==> config.mk <==
export PLATFORM = sky130hd
export DESIGN_NAME = pswd_auth_ctrl
export DESIGN_NICKNAME = d
export VERILOG_FILES = /design/src/rtl/pswd_auth_ctrl.sv
export SDC_FILE = /design/constraint.sdc
export NUM_CORES = 1
export LEC_CHECK = 0
export CAP_MARGIN = 20
export CORE_MARGIN = 2
export CORE_UTILIZATION = 40
export CTS_BUF_LIST = sky130_fd_sc_hd__clkbuf_8 sky130_fd_sc_hd__clkbuf_16
export DETAILED_ROUTE_END_ITERATION = 7
export GPL_TIMING_DRIVEN = 1
export PLACE_DENSITY_LB_ADDON = 0.3
export SLEW_MARGIN = 10
export SYNTH_ARGS = -nofsm -noshare
export SYNTH_HDL_FRONTEND = slang
export SYNTH_SLANG_ARGS = --single-unit
==> constraint.sdc <==
create_clock -name Clk -period 2.65 [get_ports Clk]
set_clock_uncertainty 0.2 [all_clocks]
set_input_delay 0.265 -clock Clk [delete_from_list [all_inputs] [get_ports Clk]]
set_output_delay 0.265 -clock Clk [all_outputs]
set_load 0.1 [all_outputs]
==> src/rtl/pswd_auth_ctrl.sv <==
// pswd_auth_ctrl: multi-user password authentication controller.
// Collects DIGITS keyed digits for a claimed user ID, compares them against
// that user's word from an external synchronous ROM, holds Authenticated
// until logout, and locks the controller out after MAX_FAILS consecutive
// failed checks.
module pswd_auth_ctrl #(
    parameter int NUM_USERS   = 8,
    parameter int ID_W        = 5,
    parameter int DIGITS      = 6,
    parameter int DIG_W       = 4,
    parameter int ROM_LAT     = 2,
    parameter int MAX_FAILS   = 3,
    parameter int LOCK_CYCLES = 1024
) (
    input  logic                           Clk,
    input  logic                           Reset,
    input  logic                           BeginCheck,
    input  logic [ID_W-1:0]                InternalID,
    input  logic                           EnterPswd,
    input  logic [DIG_W-1:0]               InputSwitches,
    input  logic                           LogOutPulse,
    output logic [ID_W-1:0]                RomAddr,
    input  logic [DIGITS*DIG_W-1:0]        RomData,
    output logic                           Authenticated,
    output logic                           FailPulse,
    output logic                           LockedOut,
    output logic [$clog2(DIGITS+1)-1:0]    DigitCount
);

    localparam int ENTRY_W = DIGITS * DIG_W;
    localparam int CNT_W   = $clog2(DIGITS + 1);
    localparam int WAIT_W  = (ROM_LAT > 1) ? $clog2(ROM_LAT) : 1;
    localparam int FAIL_W  = $clog2(MAX_FAILS + 1);
    localparam int LOCK_W  = $clog2(LOCK_CYCLES + 1);

    localparam logic [CNT_W-1:0]  LAST_DIGIT = CNT_W'(DIGITS - 1);
    localparam logic [WAIT_W-1:0] WAIT_LAST  = WAIT_W'(ROM_LAT - 1);
    localparam logic [FAIL_W-1:0] FAIL_LAST  = FAIL_W'(MAX_FAILS - 1);
    localparam logic [LOCK_W-1:0] LOCK_LOAD  = LOCK_W'(LOCK_CYCLES);
    // One extra bit so NUM_USERS == 2**ID_W is still representable.
    localparam logic [ID_W:0]     USER_LIMIT = (ID_W + 1)'(NUM_USERS);

    typedef enum logic [2:0] {
        ST_IDLE     = 3'd0,
        ST_GET_DIG  = 3'd1,
        ST_WAIT_ROM = 3'd2,
        ST_COMPARE  = 3'd3,
        ST_PASSED   = 3'd4,
        ST_LOCKED   = 3'd5
    } state_t;

    state_t              state_r;
    logic [ID_W-1:0]     id_r;
    logic [ENTRY_W-1:0]  entry_r;
    logic [CNT_W-1:0]    digit_cnt_r;
    logic [WAIT_W-1:0]   wait_cnt_r;
    logic [FAIL_W-1:0]   fail_cnt_r;
    logic [LOCK_W-1:0]   lock_cnt_r;
    logic                auth_r;
    logic                fail_pulse_r;
    logic                locked_r;
    logic                match_s;

    // An out-of-range ID can never match, whatever the ROM returns for it.
    assign match_s = (entry_r == RomData) && ({1'b0, id_r} < USER_LIMIT);

    // The latched ID doubles as the ROM address so the read is stable
    // for the whole check.
    assign RomAddr       = id_r;
    assign Authenticated = auth_r;
    assign FailPulse     = fail_pulse_r;
    assign LockedOut     = locked_r;
    assign DigitCount    = digit_cnt_r;

    // Session FSM with its counters and registered status outputs.
    always_ff @(posedge Clk) begin
        if (Reset) begin
            state_r      <= ST_IDLE;
            id_r         <= '0;
            entry_r      <= '0;
            digit_cnt_r  <= '0;
            wait_cnt_r   <= '0;
            fail_cnt_r   <= '0;
            lock_cnt_r   <= '0;
            auth_r       <= 1'b0;
            fail_pulse_r <= 1'b0;
            locked_r     <= 1'b0;
        end else begin
            fail_pulse_r <= 1'b0;
            case (state_r)
                ST_IDLE: begin
                    entry_r     <= '0;
                    digit_cnt_r <= '0;
                    wait_cnt_r  <= '0;
                    if (BeginCheck) begin
                        id_r    <= InternalID;
                        state_r <= ST_GET_DIG;
                    end else begin
                        state_r <= ST_IDLE;
                    end
                end
                ST_GET_DIG: begin
                    // Abort wins over a digit strobe in the same cycle.
                    if (LogOutPulse) begin
                        digit_cnt_r <= '0;
                        state_r     <= ST_IDLE;
                    end else if (EnterPswd) begin
                        entry_r     <= (entry_r << DIG_W) | ENTRY_W'(InputSwitches);
                        digit_cnt_r <= digit_cnt_r + CNT_W'(1);
                        if (digit_cnt_r == LAST_DIGIT) begin
                            state_r <= ST_WAIT_ROM;
                        end else begin
                            state_r <= ST_GET_DIG;
                        end
                    end else begin
                        state_r <= ST_GET_DIG;
                    end
                end
                ST_WAIT_ROM: begin
                    if (wait_cnt_r == WAIT_LAST) begin
                        state_r <= ST_COMPARE;
                    end else begin
                        wait_cnt_r <= wait_cnt_r + WAIT_W'(1);
                    end
                end
                ST_COMPARE: begin
                    if (match_s) begin
                        fail_cnt_r <= '0;
                        auth_r     <= 1'b1;
                        state_r    <= ST_PASSED;
                    end else begin
                        fail_pulse_r <= 1'b1;
                        if (fail_cnt_r == FAIL_LAST) begin
                            fail_cnt_r <= '0;
                            lock_cnt_r <= LOCK_LOAD;
                            locked_r   <= 1'b1;
                            state_r    <= ST_LOCKED;
                        end else begin
                            fail_cnt_r  <= fail_cnt_r + FAIL_W'(1);
                            digit_cnt_r <= '0;
                            state_r     <= ST_IDLE;
                        end
                    end
                end
                ST_PASSED: begin
                    if (LogOutPulse) begin
                        auth_r      <= 1'b0;
                        digit_cnt_r <= '0;
                        state_r     <= ST_IDLE;
                    end else begin
                        state_r <= ST_PASSED;
                    end
                end
                ST_LOCKED: begin
                    // Counter holds the number of locked cycles still to run,
                    // including the current one.
                    if (lock_cnt_r == LOCK_W'(1)) begin
                        locked_r    <= 1'b0;
                        digit_cnt_r <= '0;
                        state_r     <= ST_IDLE;
                    end else begin
                        lock_cnt_r <= lock_cnt_r - LOCK_W'(1);
                    end
                end
                default: begin
                    auth_r   <= 1'b0;
                    locked_r <= 1'b0;
                    state_r  <= ST_IDLE;
                end
            endcase
        end
    end

endmodule
==> out/qor.log, run 1 <==
INFO  synth          synth_sequential_area_ratio=42.3%
INFO  job            maxCapViolations=0
INFO  power_and_ir_drop p_sw_share=26.1%
INFO  sta            worstMarginPinSlew=0.441ns
INFO  synth          postSynth.asyncResetShare=0%
INFO  finish         flow.area_growth_from_synthesis=28.9%
INFO  power_and_ir_drop clkPwrFrac=31.2%
INFO  cts            clkSinkCount=52
INFO  sta            grt_setup_unrepaired=false
INFO  finish         antenna-diode-count=0
INFO  routing        drc=0
INFO  routing        via_density=5.29
INFO  synth          synth_warnings=0
INFO  routing        finalWirelength=5750um
INFO  routing        routed_wire_length_per_instance=13.6um
INFO  routing        drt_first_pass_iters=4
INFO  critical_path  timing.critical_path.from_type=flop
INFO  power_and_ir_drop seq_power_share=53.7%
INFO  place          numPlacedInstances=416
INFO  grt            grt_overflow=0
INFO  synth          synth_most_common_cell=sky130_fd_sc_hd__dfxtp_1
INFO  floorplanning  core_area=5920um^2
INFO  synth          yosys-top-cells-area=sky130_fd_sc_hd__dfxtp_1, sky130_fd_sc_hd__xnor2_1, sky130_fd_sc_hd__a21oi_1
INFO  power_and_ir_drop max-vdd-ir-drop=0.269mV
INFO  cts            path_clk_slew=0.09ns
INFO  grt            grt.total_usage=17.8%
INFO  floorplanning  die_y=82.4um
INFO  cts            cts.repair_timing.setup_buffer_count=0
INFO  sta            finalWorstPathRequiredPeriod=2.56ns
INFO  floorplanning  initial_utilization=41.5%
INFO  power_and_ir_drop pwr_density_cell=469nW/um^2
INFO  hold_path      min-delay-path-class=flop to flop
INFO  grt            grt_first_pass_wirelength=9400um
INFO  floorplanning  floorplan.die_area=6790um^2
INFO  sta            fmax=391MHz
INFO  floorplanning  io_pins=49
INFO  status         run_status=completed
INFO  power_and_ir_drop power.share.combinational=15.1%
INFO  sta            maxSlewHeadroom=70.6%
INFO  cts            htreeDepth=2
INFO  synth          synth-main-ff-cell=sky130_fd_sc_hd__dfxtp_1
INFO  grt            grt_pass1_vias=2,030
INFO  synth          synth_area=2460um^2
INFO  synth          avgSynthCellArea=8.28um^2
INFO  synth          yosys-top-cells-count=sky130_fd_sc_hd__dfxtp_1, sky130_fd_sc_hd__a21oi_1, sky130_fd_sc_hd__nand2_1
INFO  synth          top_cell_type_by_total_area_after_synthesis=sky130_fd_sc_hd__dfxtp_1
INFO  cts            worstSkewPairLatency=0.30ns
INFO  critical_path  worst-path-max-fanout=8
INFO  cts            clock-root-buffer=sky130_fd_sc_hd__clkbuf_8
INFO  synth          postSynthRegisterBits=52
INFO  synth          synth.distinct_cells=40
INFO  finish         nets_final=390
INFO  cts            cts_inserted_buffers=5
INFO  finish         utilization=53.5%
INFO  routing        dr_total_vias=2,241
INFO  synth          mappedNetlistNets=339
INFO  power_and_ir_drop power_switching=388uW
INFO  cts            tritoncts=built
INFO  finish         share_of_cells_above_drive_strength_1=11.2%
INFO  routing        antenna_left=0
INFO  critical_path  required=2.65ns
INFO  place          routabilityCongestion=0.816
INFO  place          half_perimeter_wire_length_after_placement=4100um
INFO  critical_path  reg2reg_slack=0.09ns
INFO  critical_path  worst-setup-path-type=flop to flop
INFO  sta            final_min_period_over_clock_period=96.6%
INFO  power_and_ir_drop p_int=1.10mW
INFO  critical_path  arrival=2.56ns
INFO  finish         instances_no_fill=424
INFO  critical_path  critical_path.endpoint_type=flop
INFO  place          placement.io_buffers=48
INFO  power_and_ir_drop total_leakage_power=1.09nW
INFO  floorplanning  floorplan.rows=28
INFO  synth          syn-instance-count=297
INFO  synth          synth-edff-count=0
INFO  sta            hold_slack=0.273ns
INFO  sta            setup-violations-final=0
INFO  grt            maximum_number_of_pins_on_one_net_before_global_route_repair=32
INFO  sta            finalMaxSlewViolations=0
INFO  cts            post_cts_hold_buffer_count=0
INFO  power_and_ir_drop total_power=1.49mW
INFO  synth          synth_top_area_share=42.3%
INFO  sta            hold_viol=0
INFO  sta            timing.setup.tns=0ns
INFO  grt            grt_antenna_before_repair=0
INFO  floorplanning  floorplan.die.width=82.4um
INFO  cts            max-clock-path-buffers=2
INFO  routing        drtIter0Drc=128
## metrics by stage
step	area, um^2	worst slack (ns)
2_1_floorplan	2460	0.247
3_5_place_dp	3050	0.0221
4_1_cts	3150	0.0798
6_report	3170	0.0901
3_3_place_gp	3050	0.0994
5_1_grt	3170	0.0122
## layout make-up
type	instances	area [um^2]
clock buffers	6	82.6
clock inverters	2	10.0
fillers	571	2750
inverters	5	18.8
multi-input cells	223	1370
flip-flops and latches	52	1040
well taps	75	93.8
repair buffers	61	551
## worst paths after layout
kind / startpoint / end / depth (start not counted)
max: lock_cnt_r[4]$_SDFFE_PP0P_ / DigitCount[2]$_SDFFE_PP0P_ / 6
max reg2reg: lock_cnt_r[4]$_SDFFE_PP0P_ / DigitCount[2]$_SDFFE_PP0P_ / 6
min: entry_r[20]$_SDFFE_PP0P_ / entry_r[20]$_SDFFE_PP0P_ / 2
min reg2reg: entry_r[20]$_SDFFE_PP0P_ / entry_r[20]$_SDFFE_PP0P_ / 2
## logic make-up (layout without fill, tap and decap cells)
kind of cell	after synthesis	in the layout	share of synthesized area, %
compound gates	65	65	16.3
flops	52	52	42.3
xor+xnor	29	29	10.3
simple gates	120	120	23.6
fa+ha+maj	4	4	2.04
buf+inv	22	74	3.36
mux	5	5	2.04
## worst max-delay path, stage by stage (launching register included)
cell                       delay [ns]
sky130_fd_sc_hd__dfxtp_1         0.32
sky130_fd_sc_hd__or4_4           0.58
sky130_fd_sc_hd__nor3_4          0.21
sky130_fd_sc_hd__a311oi_4        0.18
sky130_fd_sc_hd__a2111o_1        0.38
sky130_fd_sc_hd__or3_1           0.38
sky130_fd_sc_hd__a32o_1          0.21
## per-layer routing
metal / vias up / track usage, % / share of wire, %
met4: 0 / 6.00 / 1.4
met2: 47 / 28.4 / 50
li1: 1145 / - / -
met1: 1041 / 23.9 / 45
met3: 8 / 3.91 / 3.9
met5: - / 0 / 0
## cell usage in the layout (no fill, tap or decap), drive strengths merged
cell type,instances
or3,5
clkinv,2
a22o,1
o2bb2ai,2
mux2i,5
nand3b,2
nand2b,4
a211oi,4
nand3,28
o21bai,3
ha,4
nor3,6
a21oi,36
xnor2,24
nor2,27
clkbuf,6
o31ai,3
a211o,1
buf,24
dfxtp,52
inv,5
nor2b,3
o31a,1
and2,1
o21ai,5
clkdlybuf4s50,37
a311oi,2
a2bb2oi,1
xor2,5
a41oi,1
a21o,1
a31oi,2
a2111o,1
nand4,7
or4,3
nand2,30
and3,1
nor4,3
a32o,1
## registers in the layout, indices dropped and copies added (netlist names)
signal and cells:
state_r 3, DigitCount 3, FailPulse 1, RomAddr 5, fail_cnt_r 2, entry_r 24
wait_cnt_r 1, Authenticated 1, lock_cnt_r 11, LockedOut 1
## power groups by stage
| stage | clock network, mW | registers [mW] | logic (mW) |
|---|---|---|---|
| final | 0.464 | 0.797 | 0.224 |
| after detailed placement | 0 | 0.815 | 0.224 |
| after floorplan | 0 | 0.856 | 0.0883 |
| after CTS | 0.481 | 0.797 | 0.225 |
| after global placement | 0 | 0.815 | 0.224 |
| after global routing | 0.518 | 0.799 | 0.241 |
## what timing repair did
| action | 4_1_cts | 5_1_grt |
|---|---|---|
| resized for setup | 1 | 3 |
| endpoints found under the setup margin | 1 | 3 |
| cloned | 0 | 0 |
Note: power is estimated with default switching activity, not from simulation.
==> run 2: changes to the inputs <==
Settings changed: ABC_AREA set to 1, SLEW_MARGIN 10 to unset.
==> out/qor.log, run 2 <==
INFO  critical_path  required=2.71ns
INFO  routing        dr_total_vias=2,788
INFO  cts            htreeDepth=2
INFO  hold_path      min-delay-path-class=flop to flop
INFO  finish         antenna-diode-count=0
INFO  place          placement.io_buffers=48
INFO  grt            grt_pass1_vias=2,612
INFO  critical_path  worstReg2RegEnd=DigitCount[1]$_SDFFE_PP0P_
INFO  critical_path  reg2reg_slack=0.61ns
INFO  grt            grt_first_pass_wirelength=11,400um
INFO  finish         num-fill-cells=742
INFO  synth          synth_sequential_area_ratio=35.6%
INFO  sta            timing.setup.tns=0ns
INFO  routing        drc=0
INFO  sta            fmax=491MHz
INFO  finish         final_cell_mix=sky130_fd_sc_hd__nand2_1, sky130_fd_sc_hd__inv_1, sky130_fd_sc_hd__dfxtp_1
INFO  routing        drt_first_pass_iters=4
INFO  synth          yosys-top-cells-area=sky130_fd_sc_hd__dfxtp_1, sky130_fd_sc_hd__nand2_1, sky130_fd_sc_hd__inv_1
INFO  synth          mappedNetlistNets=473
INFO  finish         nets_final=520
INFO  synth          syn-instance-count=431
INFO  floorplanning  floorplan.rows=31
INFO  place          numPlacedInstances=570
INFO  job            maxCapViolations=0
INFO  status         run_status=completed
INFO  critical_path  timing.critical_path.from_type=flop
INFO  finish         area_used_by_multi_input_combinational_logic=1520um^2
INFO  cts            cts.repair_timing.setup_buffer_count=0
INFO  synth          synth_most_common_cell=sky130_fd_sc_hd__nand2_1
INFO  critical_path  setup.worst_path.start=lock_cnt_r[4]$_SDFFE_PP0P_
INFO  cts            worstSkewPairLatency=0.31ns
INFO  sta            worstMarginPinSlew=0.581ns
INFO  finish         flow.area_growth_from_synthesis=21.7%
INFO  synth          synth_warnings=0
INFO  synth          yosys-top-cells-count=sky130_fd_sc_hd__nand2_1, sky130_fd_sc_hd__inv_1, sky130_fd_sc_hd__dfxtp_1
INFO  cts            cts_repair_resize_count=0
INFO  power_and_ir_drop total_leakage_power=1.58nW
INFO  critical_path  worst-path-max-fanout=14
INFO  cts            clock-root-buffer=sky130_fd_sc_hd__clkbuf_8
INFO  cts            clkSinkCount=52
INFO  critical_path  arrival=2.09ns
INFO  synth          synth_area=2930um^2
INFO  place          routabilityCongestion=0.886
INFO  floorplanning  die_y=89.6um
INFO  power_and_ir_drop pwr_density_cell=475nW/um^2
INFO  finish         utilization=49.7%
INFO  critical_path  path_cells=nor2_1 > nand4_1 > o21ai_2 > buf_4 > nand3_2 > nand2_1 > nand2_1 > nor2_1
INFO  synth          synth-main-ff-cell=sky130_fd_sc_hd__dfxtp_1
INFO  floorplanning  core_area=7180um^2
INFO  critical_path  cp_slowest_stage_delay=0.49ns
INFO  synth          synth.distinct_cells=35
INFO  floorplanning  floorplan.die_area=8020um^2
INFO  sta            finalWorstPathRequiredPeriod=2.04ns
INFO  grt            grt.total_usage=18.2%
INFO  grt            grt_overflow=0
INFO  routing        routed_wire_length_per_instance=11.7um
INFO  finish         instances_no_fill=578
INFO  cts            path_clk_slew=0.10ns
INFO  sta            setup-violations-final=0
INFO  grt            maximum_number_of_pins_on_one_net_before_global_route_repair=31
INFO  cts            tritoncts=built
INFO  critical_path  endpoint=DigitCount[1]$_SDFFE_PP0P_
INFO  power_and_ir_drop max-vdd-ir-drop=0.263mV
INFO  sta            finalMaxSlewViolations=0
INFO  sta            maxSlewHeadroom=61.3%
INFO  cts            cts_inserted_buffers=5
INFO  finish         share_of_cells_above_drive_strength_1=9.60%
INFO  place          half_perimeter_wire_length_after_placement=5040um
INFO  routing        via_density=4.82
INFO  critical_path  r2r.worst_path.cells=8
INFO  synth          postSynthRegisterBits=52
INFO  routing        drtIter0Drc=122
INFO  finish         regArea=1040um^2
INFO  grt            grt_antenna_before_repair=0
INFO  finish         registers.top_by_ff_count=entry_r
INFO  cts            max-clock-path-buffers=2
INFO  finish         final_common_cell=sky130_fd_sc_hd__nand2_1
INFO  critical_path  critPathSlowestCell=sky130_fd_sc_hd__o21ai_2
INFO  routing        finalWirelength=6780um
INFO  synth          synth-edff-count=0
INFO  floorplanning  floorplan.die.width=89.6um
INFO  synth          synth_top_area_share=35.6%
INFO  synth          avgSynthCellArea=6.79um^2
INFO  synth          postSynth.asyncResetShare=0%
INFO  sta            final_min_period_over_clock_period=76.8%
INFO  critical_path  critical_path.endpoint_type=flop
INFO  sta            hold_viol=0
INFO  routing        antenna_left=0
INFO  floorplanning  initial_utilization=40.8%
INFO  cts            post_cts_hold_buffer_count=0
INFO  synth          top_cell_type_by_total_area_after_synthesis=sky130_fd_sc_hd__dfxtp_1
INFO  finish         largest_reg_flops=24
INFO  floorplanning  io_pins=49
INFO  sta            grt_setup_unrepaired=false
INFO  critical_path  worst-setup-path-type=flop to flop
INFO  critical_path  regToRegStartpoint=lock_cnt_r[4]$_SDFFE_PP0P_
run 2: cell types whose count changed in the layout (fill, tap and decap cells not counted), moves of 4 or more:
cell and delta:
sky130_fd_sc_hd__nand2_1 +71, sky130_fd_sc_hd__inv_1 +63, sky130_fd_sc_hd__xnor2_1 -21, sky130_fd_sc_hd__a211oi_1 +14
sky130_fd_sc_hd__a21oi_1 +12, sky130_fd_sc_hd__buf_4 -6, sky130_fd_sc_hd__nor2_1 +6, sky130_fd_sc_hd__xor2_1 +6
sky130_fd_sc_hd__mux2i_1 -5, sky130_fd_sc_hd__nand3_1 +5, sky130_fd_sc_hd__nand4_1 +5, sky130_fd_sc_hd__or3_1 -5
sky130_fd_sc_hd__inv_2 +4, sky130_fd_sc_hd__nand2b_1 -4
run 2: worst min-delay path by stage:
stage | startpoint | end | slack, ns | cells after the start
floorplan | InternalID[0] | RomAddr[0]$_SDFFE_PP0P_ | 0.23 | 2
global placement | LockedOut$_SDFFE_PP0P_ | LockedOut$_SDFFE_PP0P_ | 0.24 | 2
detailed placement | LockedOut$_SDFFE_PP0P_ | LockedOut$_SDFFE_PP0P_ | 0.25 | 2
CTS | LockedOut$_SDFFE_PP0P_ | LockedOut$_SDFFE_PP0P_ | 0.26 | 2
global route | RomAddr[0]$_SDFFE_PP0P_ | RomAddr[0]$_SDFFE_PP0P_ | 0.29 | 2
finish | LockedOut$_SDFFE_PP0P_ | LockedOut$_SDFFE_PP0P_ | 0.25 | 2
run 2: metrics by stage:
step | hold WS (ns) | worst slack, ns | power, mW | area, um^2
global route | 0.285 | 0.419 | 1.78 | 3560
finish | 0.254 | 0.614 | 1.69 | 3560
detailed placement | 0.249 | 0.337 | 1.17 | 3460
CTS | 0.263 | 0.600 | 1.71 | 3560
floorplan | 0.230 | 0.535 | 1.06 | 2930
global placement | 0.240 | 0.383 | 1.17 | 3460
run 2: report_power, final:
group	switching [mW]	internal (mW)	total [mW]
Combinational	0.197	0.123	0.320
Sequential	0.0229	0.813	0.836
Clock	0.260	0.277	0.537
Total	0.480	1.21	1.69
run 2: worst max-delay path: cells and delay by family, from the launching register on:
| kind | cells | cell delay (ns) |
|---|---|---|
| buf+inv | 1 | 0.28 |
| simple gates | 6 | 0.68 |
| flops | 1 | 0.35 |
| compound gates | 1 | 0.49 |
run 2: layout make-up:
class | count | share of cell area, %
inverters | 71 | 7.48
clock inverters | 3 | 1.09
repair buffers | 55 | 14.2
clock buffers | 5 | 1.93
multi-input cells | 293 | 42.6
flip-flops and latches | 52 | 29.2
well taps | 99 | 3.48
run 2: metal layers:
layer	wire [um]	global-route usage [%]	part of all wire, %
met1	3290	23.6	48
met2	3020	29.7	44
met3	367	3.88	5.4
met4	110	6.38	1.6
met5	0	0	0
run 2: cells by family (layout without fill, tap and decap cells):
kind of cell	after synthesis	count (layout)	share of synthesized area, %
simple gates	197	197	30.3
compound gates	78	78	15.7
xor+xnor	14	14	4.19
flops	52	52	35.6
buf+inv	86	134	12.6
fa+ha+maj	4	4	1.71
